--- src/rtl/node_mem_arb.sv ---
// Two-master round-robin arbiter for port B of the octree node BRAM, with master-0 lock and tagged read return.
// Optional grant/stall statistics counters are built when NODE_ARB_STATS_EN is defined.
module node_mem_arb #(
   parameter int unsigned DATA_W = 152,
   parameter int unsigned ADDR_W = 16,
   parameter int unsigned RD_LAT = 2
) (
   input  logic              i_clk,
   input  logic              i_rst_n,
   input  logic              i_m0_req,
   input  logic              i_m0_we,
   input  logic              i_m0_lock,
   input  logic [ADDR_W-1:0] i_m0_addr,
   input  logic [DATA_W-1:0] i_m0_wdata,
   output logic              o_m0_gnt,
   output logic              o_m0_rvalid,
   output logic [DATA_W-1:0] o_m0_rdata,
   input  logic              i_m1_req,
   input  logic [ADDR_W-1:0] i_m1_addr,
   output logic              o_m1_gnt,
   output logic              o_m1_rvalid,
   output logic [DATA_W-1:0] o_m1_rdata,
   output logic              o_enb,
   output logic              o_web,
   output logic [ADDR_W-1:0] o_addrb,
   output logic [DATA_W-1:0] o_dinb,
   input  logic [DATA_W-1:0] i_doutb
`ifdef NODE_ARB_STATS_EN
  ,output logic [31:0]       o_m0_grants,
   output logic [31:0]       o_m1_grants,
   output logic [31:0]       o_m1_stall
`endif
);

   typedef enum logic {S_IDLE = 1'b0, S_LOCK0 = 1'b1} state_t;

   state_t            state_q, state_d;
   logic              rr_m1_q, rr_m1_d;   // 1: M1 wins the next contention
   logic [ADDR_W-1:0] addr_q, addr_d;
   logic [DATA_W-1:0] din_q, din_d;
   logic [RD_LAT-1:0] vld_q, vld_d;
   logic [RD_LAT-1:0] tag_q, tag_d;       // 1: read belongs to M1
   logic [DATA_W-1:0] rdata0_q, rdata0_d;
   logic [DATA_W-1:0] rdata1_q, rdata1_d;
   logic              gnt0_c, gnt1_c, rd_new_c, rvalid0_c, rvalid1_c;

   // Arbitration, lock FSM and BRAM port mux
   always_comb begin
      gnt0_c  = 1'b0;
      gnt1_c  = 1'b0;
      state_d = state_q;
      rr_m1_d = rr_m1_q;
      addr_d  = addr_q;
      din_d   = din_q;
      if (i_rst_n) begin
         case (state_q)
            S_IDLE: begin
               if (i_m0_req && i_m1_req) begin
                  gnt1_c = rr_m1_q;
                  gnt0_c = ~rr_m1_q;
               end else begin
                  gnt0_c = i_m0_req;
                  gnt1_c = i_m1_req;
               end
               if (gnt0_c) begin
                  rr_m1_d = 1'b1;
                  if (i_m0_lock) state_d = S_LOCK0;
               end
               if (gnt1_c) rr_m1_d = 1'b0;
            end
            S_LOCK0: begin
               gnt0_c  = i_m0_req;
               rr_m1_d = 1'b1;
               if (gnt0_c && !i_m0_lock) state_d = S_IDLE;
            end
            default: state_d = S_IDLE;
         endcase
      end
      if (gnt0_c) begin
         addr_d = i_m0_addr;
         din_d  = i_m0_wdata;
      end else if (gnt1_c) begin
         addr_d = i_m1_addr;
      end
   end

   assign o_m0_gnt = gnt0_c;
   assign o_m1_gnt = gnt1_c;
   assign o_enb    = gnt0_c | gnt1_c;
   assign o_web    = gnt0_c & i_m0_we;
   assign o_addrb  = addr_d;
   assign o_dinb   = din_d;

   // Valid/tag pipeline matched to the BRAM read latency
   always_comb begin
      rd_new_c  = (gnt0_c & ~i_m0_we) | gnt1_c;
      vld_d     = RD_LAT'({vld_q, rd_new_c});
      tag_d     = RD_LAT'({tag_q, gnt1_c});
      rvalid0_c = vld_q[RD_LAT-1] & ~tag_q[RD_LAT-1];
      rvalid1_c = vld_q[RD_LAT-1] &  tag_q[RD_LAT-1];
      rdata0_d  = rvalid0_c ? i_doutb : rdata0_q;
      rdata1_d  = rvalid1_c ? i_doutb : rdata1_q;
   end

   assign o_m0_rvalid = rvalid0_c;
   assign o_m1_rvalid = rvalid1_c;
   assign o_m0_rdata  = rdata0_d;
   assign o_m1_rdata  = rdata1_d;

   always_ff @(posedge i_clk or negedge i_rst_n) begin
      if (!i_rst_n) begin
         state_q  <= S_IDLE;
         rr_m1_q  <= 1'b1;
         addr_q   <= '0;
         din_q    <= '0;
         vld_q    <= '0;
         tag_q    <= '0;
         rdata0_q <= '0;
         rdata1_q <= '0;
      end else begin
         state_q  <= state_d;
         rr_m1_q  <= rr_m1_d;
         addr_q   <= addr_d;
         din_q    <= din_d;
         vld_q    <= vld_d;
         tag_q    <= tag_d;
         rdata0_q <= rdata0_d;
         rdata1_q <= rdata1_d;
      end
   end

`ifdef NODE_ARB_STATS_EN
   logic [31:0] m0_grants_q, m0_grants_d;
   logic [31:0] m1_grants_q, m1_grants_d;
   logic [31:0] m1_stall_q, m1_stall_d;

   // Saturating statistics counters
   always_comb begin
      m0_grants_d = m0_grants_q;
      m1_grants_d = m1_grants_q;
      m1_stall_d  = m1_stall_q;
      if (gnt0_c && (m0_grants_q != '1)) m0_grants_d = m0_grants_q + 32'd1;
      if (gnt1_c && (m1_grants_q != '1)) m1_grants_d = m1_grants_q + 32'd1;
      if (i_m1_req && !gnt1_c && (m1_stall_q != '1)) m1_stall_d = m1_stall_q + 32'd1;
   end

   always_ff @(posedge i_clk or negedge i_rst_n) begin
      if (!i_rst_n) begin
         m0_grants_q <= '0;
         m1_grants_q <= '0;
         m1_stall_q  <= '0;
      end else begin
         m0_grants_q <= m0_grants_d;
         m1_grants_q <= m1_grants_d;
         m1_stall_q  <= m1_stall_d;
      end
   end

   assign o_m0_grants = m0_grants_q;
   assign o_m1_grants = m1_grants_q;
   assign o_m1_stall  = m1_stall_q;
`endif

endmodule

--- config.mk ---
export PLATFORM = sky130hd
export DESIGN_NAME = node_mem_arb
export DESIGN_NICKNAME = d
export VERILOG_FILES = /design/src/rtl/node_mem_arb.sv
export SDC_FILE = /design/constraint.sdc
export NUM_CORES = 1
export LEC_CHECK = 0
export BUFFER_PORTS_ARGS = -buffer_cell sky130_fd_sc_hd__buf_2
export CAP_MARGIN = 20
export CORE_AREA = 2 2 320 322
export CTS_CLUSTER_SIZE = 8
export DETAILED_ROUTE_END_ITERATION = 10
export DIE_AREA = 0 0 322 324
export PLACE_DENSITY_LB_ADDON = 0.12
export SLEW_MARGIN = 25
export SYNTH_ARGS = -nofsm -noshare
export SYNTH_HDL_FRONTEND = slang
export SYNTH_SLANG_ARGS = --single-unit
--- constraint.sdc ---
create_clock -name i_clk -period 2.8 [get_ports i_clk]
set_clock_uncertainty 0.1 [all_clocks]
set_input_delay 0.14 -clock i_clk [delete_from_list [all_inputs] [get_ports i_clk]]
set_output_delay 0.14 -clock i_clk [all_outputs]
set_load 0.05 [all_outputs]
After elaboration in Yosys (flattened, before gate mapping). Cells that the tools add are included.

Bits of input ports: 342. Logic and storage cells: 45. Bits in registers: 478.

Equal/unequal tests: 1. Bitwise logic cells: 10. Multiplexer cells: 22. Reduce and logical (&&, ||, !) cells: 4.

Operator list (count): 2-to-1 mux 152 bit (3); 2-to-1 mux 16 bit (2); 2-to-1 mux 1 bit (14); one-hot mux 1 bit (2 select lines) (3); AND 1 bit (4); inverter 1 bit (4); inequality test 3 bit, second input constant (1); logical AND 1 bit (2); bitwise OR 1 bit (2); AND reduction 2 bit (1); zero test 1 bit (1).

Longest topological paths before layout. Gate-level depths: netlist (run 1).

Depth in word-level cells: 8. Gate-level depth with buffers: 8. Depth with buffers taken out: 4.

Least setup slack after synthesis (run 1). OpenSTA, ideal clock, no wires.

Kind: register to register. Start point: register state_q. End point: register addr_q[10]. Setup slack: 0.261 ns. Buffers on the path: 5. Cell stages (with the launch flop): 9. Period minus slack after synthesis: 2.539 ns. Library setup time: 0.224 ns. Arrival: 2.216 ns. Cells stage by stage: dfrtp_1 and3b_1 buf_6 or2_1 buf_6 buf_6 buf_6 buf_6 a31oi_1.

Word-level cells in the longest chain between the ends: 4.

Ends and longest elaborated chain: start: declaration (line 37) `state_t state_q, state_d;`; start signal: assignment (line 121) `state_q <= state_d;`; inverter 1 bit or 2-to-1 mux 1 bit (tied branches); one-hot mux 1 bit (2 select lines) or 2-to-1 mux 1 bit (tied branches) (line 56, 55); 2-to-1 mux 1 bit or 2-to-1 mux 16 bit (tied branches) (line 55, 82); 2-to-1 mux 16 bit * (line 79) `if (gnt0_c) begin`; net o_addrb[10] (line 25) `output logic [ADDR_W-1:0] o_addrb,`; end signal: assignment (line 123) `addr_q <= addr_d;`; end: declaration (line 39) `logic [ADDR_W-1:0] addr_q, addr_d;`.

The timed path passes the listed nets; every way through them passes the cells marked *. A chain may end at the register's enable or synchronous reset.

Final worst setup path (run 1).
Start point: register rr_m1_q. End point: output port o_dinb[61].

Word-level cells in the longest chain between the ends: 7.

Ends and longest elaborated chain: start: declaration (line 38) `logic rr_m1_q, rr_m1_d;`; start signal: assignment (line 122) `rr_m1_q <= rr_m1_d;`; inverter 1 bit (line 60) `gnt0_c = ~rr_m1_q;`; 2-to-1 mux 1 bit (line 58) `if (i_m0_req && i_m1_req) begin`; 2-to-1 mux 1 bit (line 56) `case (state_q)`; 2-to-1 mux 1 bit (line 55) `if (i_rst_n) begin`; one-hot mux 1 bit (2 select lines) (line 56); 2-to-1 mux 1 bit (line 55); 2-to-1 mux 152 bit (line 79); end: declaration (line 26) `output logic [DATA_W-1:0] o_dinb,`.

Every way passes these cells. The select of a mux whose other input is x is not followed.

==> summary.txt, run 1 <==
Outcome
  • Status: finished clean

Logic synthesis
  • Syn Inst Count: 1403
  • Biggest area consumer among synthesized cells: dfrtp_1
  • Syn_area_per_cell: 13.01 sq um
  • Yosys top cell area share: 65.40%
  • Ys Warns: 0
  • Ys async rst share: 100.0%
  • Net count after synthesis: 1745
  • Synthesis-stage register bit count: 478
  • Sequential area share after synthesis: 65.54%
  • Top cells by area, synth: dfrtp_1, mux2_2, nand2_1, mux2_4, clkbuf_1
  • Unique masters post-synth: 26
  • Most used DFF post-synth: dfrtp_1
  • EDFF count, synth: 0
  • Mapped Area: 18250 sq um

Min path
  • Hold Crit Class: in -> reg
  • Hold Startpoint: i_m0_req
  • Worst Hold Depth: 4
  • WHS Endpoint: tag_q[0]$_DFF_PN0_

Timing
  • RSZ-0062 raised after global routing: true
  • Max_slew headroom: 44.95%
  • Final Cycle Share: 98.00%
  • Final setup fails: 0
  • Min Tclk post-route: 2.744 ns
  • Fin. max-slew vios: 0
  • Final Hold Fails: 0
  • Fmax: 364.4 MHz
  • Final hold slack: 0.09822 ns
  • Slew @ Worst Pin: 0.8258 ns

Route
  • DR WL/cell: 18.61 um
  • DRT Wirelength: 73340 um
  • Drt pass-1 iters: 5
  • Iter 0 DRT Violations: 647
  • Post-route ant nets: 0
  • Residual DRC: 0
  • Vias: 15450
  • Vias/cell: 3.920

Finish
  • Final Non-Filler Cells: 3941
  • Final net count: 2952
  • Register area: 11960 sq um
  • Layout cells sized above 1: 48.25%
  • Fillcell total: 10570
  • Area delta synth->final: 65.28%
  • Area of the multi-input gates: 5928 sq um

Critical path
  • Reg2reg path depth: 5
  • Worst r2r src: state_q$_DFFE_PN0P_
  • Worst Path Required: 2.56 ns
  • Worst path slowest cell: dfstp_2
  • CP Max Fanout: 8
  • CP Launch Type: flop
  • CP max stage delay: 0.52 ns
  • CP Capture Type: output port
  • CP Data Arrival Time: 2.50 ns
  • Crit Path Category: reg -> out
  • Cell family with most CP delay: buffers and inverters
  • CP bufs+invs: 3
  • Worst path cell trace: and3b_1 > or2_4 > buf_12 > buf_4 > mux2_2 > buf_2
  • Reg-to-reg endpoint: addr_q[15]$_DFF_PN0_
  • R2R Setup Slk: 0.35 ns

Floorplanning
  • Rows: 117
  • Io pins: 820
  • Die area: 104300 sq um
  • Die span in x: 322 um
  • Chip Height: 324 um
  • Starting Density: 18.07%
  • Core ar.: 101000 sq um

Power and ir drop
  • Pwr dens: 1108 nW/um^2
  • VDD IR max: 0.5575 mV
  • Leak: 0.01514 uW

Clocking
  • CTS clock-pin slew for the worst setup and hold paths: 0.05 ns
  • Root Driver: clkbuf_16
  • Clk_lat worst skew: 0.62 ns
  • H-tree depth: 3
  • Clock buffer depth: 3
  • CTS sink count: 478
  • CTS tree: built
  • TritonCTS Buffers: 71

Global route
  • Vias in the first global route: 16340
  • First-pass GRT wire length: 105400 um
  • GRT Overall Usage: 13.44%
  • Grt ovf: 0
  • Largest net degree at the start of global routing: 140
  • Initial antenna violation count: 15

Run
  • Max-cap violations: 0

Place
  • Placed Instances: 3486
  • Dpl hpwl: 52380 um
  • GP Congestion: 0.8062
  • Port buffer count: 819
-- tightest hold or removal path, delay by kind of cell --
kind	cells	cell delay (ns)
and+or+nand+nor	2	0.24
buffers and inverters	2	0.35
-- flip-flops by register name, summed over array words and instances (netlist names) --
register	flops
din_q	152
rdata0_q	152
rdata1_q	152
addr_q	16
tag_q	2
vld_q	2
rr_m1_q	1
state_q	1
-- cells by family after synthesis --
| group | synth area share (%) |
|---|---|
| AND/OR/NAND/NOR | 10.76 |
| multiplexers | 20.20 |
| buffers and inverters | 2.303 |
| AO/OA/AOI/OAI | 1.200 |
| flip-flops | 65.54 |
-- routing by layer --
metal | vias to the layer above | global-route usage, % | routed length, um
met3 | 142 | 5.532 | 6729
met1 | 7580 | 15.18 | 28560
met2 | 653 | 22.96 | 35810
li1 | 7058 | - | -
met4 | 16 | 4.309 | 2144
met5 | - | 0 | 98
-- stage by stage --
stage                     TNS [ns]  instance area [sq um]  util, %  worst slack (ns)  total power, uW
after floorplan                  0                  18250        -            0.2607            20860
after detailed placement         0                  24060    23.82            0.4295            24900
after global routing       -0.6798                  30160    29.86          -0.04719            35050
after global placement           0                  24060    23.82            0.4601            24830
after CTS                  -0.1165                  29940    29.64          -0.02339            33910
final                            0                  30170    29.86           0.05588            33440
-- synthesized netlist by cell type (2+ instances only) --
cell type / n
a31oi_1: 17
dfrtp_1: 477
buf_6: 12
and2_1: 2
buf_2: 15
nand4_1: 16
nand2b_1: 2
nor2_1: 2
nand2_1: 457
nor2b_1: 2
mux2_2: 234
buf_1: 2
mux2_4: 70
o21ai_0: 17
clkbuf_1: 52
nor3_1: 16
-- where the power goes --
group	internal [uW]	switching, uW	leakage (uW)
combinational	4070	11800	0.00836
sequential	9100	544	0.00581
clock	4840	3130	0.000971
total	18000	15400	0.0151
-- cell type report --
| class | instances | area share, % |
|---|---|---|
| flip-flops and latches | 478 | 39.66 |
| repair buffers | 1214 | 28.56 |
| multi-input cells | 843 | 19.65 |
| clock buffers | 82 | 6.201 |
| well taps | 1309 | 5.430 |
| clock inverters | 7 | 0.3692 |
| inverters | 2 | 0.07881 |
| diodes | 6 | 0.04977 |
-- layout by cell type (no fill, tap or decap), types with 2 or more instances in the layout --
master and instances:
buf_12 17, nor2b_1 2, clkinv_2 2, nand4_1 16
clkinv_8 2, buf_2 749, mux2_4 72, clkbuf_16 74
mux2_2 232, diode_2 6, clkbuf_4 3, nor2_1 2
a31oi_2 5, buf_6 30, buf_8 2, nand2_1 457
o21ai_0 17, a31oi_1 12, nor3_1 16, bufinv_16 2
dfrtp_1 477, clkbuf_1 8, buf_4 61, dlygate4sd3_1 343
buf_16 8
-- worst max-delay path by stage --
stage / cells past startpoint / from / slack (ns) / to
3_5_place_dp: 7 / rr_m1_q$_DFFE_PN1P_ / 0.43 / o_web
6_report: 6 / rr_m1_q$_DFFE_PN1P_ / 0.06 / o_dinb[61]
2_1_floorplan: 8 / state_q$_DFFE_PN0P_ / 0.26 / addr_q[10]$_DFF_PN0_
4_1_cts: 6 / tag_q[1]$_DFF_PN0_ / -0.02 / o_m0_rdata[78]
3_3_place_gp: 7 / rr_m1_q$_DFFE_PN1P_ / 0.46 / o_web
5_1_grt: 6 / rr_m1_q$_DFFE_PN1P_ / -0.05 / o_dinb[59]
-- timing repair --
item                                   CTS  global route
hold buffers                           343             0
resized for setup                       86            47
setup buffers                            7             5
endpoints found under the hold margin  703             0
cloned                                   4             2
setup endpoints to repair              302           195
pin swaps                                1             2
(Power assumes the default switching activity.)
==> run 2, diff against run 1 <==
- RECOVER_POWER: unset -> 25
- SKIP_CTS_REPAIR_TIMING: unset -> 1
==> run 2 against run 1 <==
Against the previous run:
- combinational power hardly changed
- critical path depth stayed put
- first-iteration DRC count is 11% lower
- highest routed layer unchanged
- cell count is 0.23% higher
- fmax is 1.7% lower
- hold slack worse by 0.016 ns
==> summary.txt, run 2 (synthesis gave the netlist of run 1 again) <==
Outcome
  • Status: finished clean

Floorplanning
  • Chip Height: 324 um
  • Die span in x: 322 um
  • Starting Density: 18.07%
  • Die area: 104300 sq um
  • Io pins: 820
  • Core ar.: 101000 sq um
  • Rows: 117

Global route
  • Vias in the first global route: 14810
  • GRT Overall Usage: 12.93%
  • First-pass GRT wire length: 99990 um
  • Largest net degree at the start of global routing: 140
  • Grt ovf: 0
  • Initial antenna violation count: 16

Finish
  • Register area: 11960 sq um
  • Fillcell total: 10530
  • Most frequent cells in the layout: buf_2, dfrtp_1, nand2_1, dlygate4sd3_1, mux2_2
  • Final Non-Filler Cells: 3950
  • Area of the multi-input gates: 5922 sq um
  • Final net count: 2961
  • Final core utilization: 30.14%
  • Area delta synth->final: 66.79%
  • Biggest regs: din_q (152), rdata0_q (152), rdata1_q (152)
  • Final instance area: 30440 sq um
  • Layout cells sized above 1: 48.05%
  • Most common cell after layout, fill and taps aside: buf_2

Clocking
  • CTS sink count: 478
  • Clock buffer depth: 3
  • TritonCTS Buffers: 71
  • H-tree depth: 3
  • CTS clock-pin slew for the worst setup and hold paths: 0.05 ns
  • Root Driver: clkbuf_16
  • Clk_lat worst skew: 0.61 ns
  • CTS tree: built

Route
  • Iter 0 DRT Violations: 579
  • Drt pass-1 iters: 4
  • Vias: 15470
  • DR WL/cell: 18.85 um
  • DRT Wirelength: 74450 um
  • Vias/cell: 3.917
  • Post-route ant nets: 0
  • Residual DRC: 0

Timing
  • Fin. max-slew vios: 0
  • Fmax: 358.1 MHz
  • Final Hold Fails: 0
  • Final Cycle Share: 99.74%
  • Max_slew headroom: 34.27%
  • Slew @ Worst Pin: 0.9827 ns
  • Min Tclk post-route: 2.793 ns
  • Final setup fails: 0
  • RSZ-0062 raised after global routing: true
  • Setup TNS: 0 ns

Critical path
  • CP Launch Type: flop
  • CP Max Fanout: 9
  • Worst Path Required: 2.56 ns
  • CP Capture Type: output port
  • R2R Setup Slk: 0.38 ns
  • Crit Path Category: reg -> out
  • CP Data Arrival Time: 2.55 ns

Run
  • Max-cap violations: 0

Power and ir drop
  • VDD IR max: 0.5823 mV
  • Pwr dens: 1103 nW/um^2
  • Leak: 0.01530 uW

Place
  • Port buffer count: 819
  • GP Congestion: 0.8062
  • Placed Instances: 3486
  • Post-DP Area: 24060 sq um
  • Dpl hpwl: 52380 um

Min path
  • Hold Crit Class: in -> reg
run 2: cell count changes in the layout (fill, tap and decap cells not counted), sizes merged:
cell         before  now
clkbuf           86   96
buf             867  866
clkinv            4    5
dlygate4sd3     343  342
run 2: metrics by stage:
step / power, uW / setup WS (ns) / hold slack, ns
6_report: 33570 / 0.007302 / 0.08232
5_1_grt: 35180 / -0.09657 / 0.09951
4_1_cts: 33160 / -0.2850 / -0.7947
3_5_place_dp: 24900 / 0.4295 / -0.09510
3_3_place_gp: 24830 / 0.4601 / -0.09425
2_1_floorplan: 20860 / 0.2607 / -0.2556
run 2: layout make-up:
cell class              count  area share, %
diodes                      6        0.04932
clock buffers              82          6.145
clock inverters             7         0.3658
inverters                   2        0.06577
multi-input cells         843          19.45
flip-flops and latches    478          39.30
well taps                1309          5.380
repair buffers           1222          29.21
repair inverters            1        0.02877
run 2: where the power goes:
| part | switching (uW) | internal, uW | total (uW) |
|---|---|---|---|
| registers | 544 | 9100 | 9650 |
| logic | 11800 | 4170 | 16000 |
| clock network | 3130 | 4840 | 7960 |
| total | 15500 | 18100 | 33600 |
run 2: path summary, 6_finish.rpt:
path,from,to,depth (start not counted)
min,i_m0_req,din_q[47]$_DFF_PN0_,4
max,rr_m1_q$_DFFE_PN1P_,o_dinb[124],6
min reg2reg,tag_q[0]$_DFF_PN0_,tag_q[1]$_DFF_PN0_,0
max reg2reg,rr_m1_q$_DFFE_PN1P_,addr_q[11]$_DFF_PN0_,6
min in group asynchronous,i_rst_n,addr_q[15]$_DFF_PN0_,2
max in group asynchronous,i_rst_n,din_q[84]$_DFF_PN0_,4
run 2: per-layer routing:
metal  global-route usage (%)  wire length (um)  share of wire, %
met1                    14.13             28580                38
met2                    21.59             36810                49
met3                    6.793              6899               9.3
met4                    4.019              2032               2.7
met5                        0               123              0.17
run 2: worst max-delay path, stage by stage (launching register included):
cell and delay (ns):
dfstp_2 0.54, and3b_1 0.20, or2_4 0.23, clkbuf_16 0.23, clkbuf_16 0.20, mux2_4 0.31, buf_2 0.22
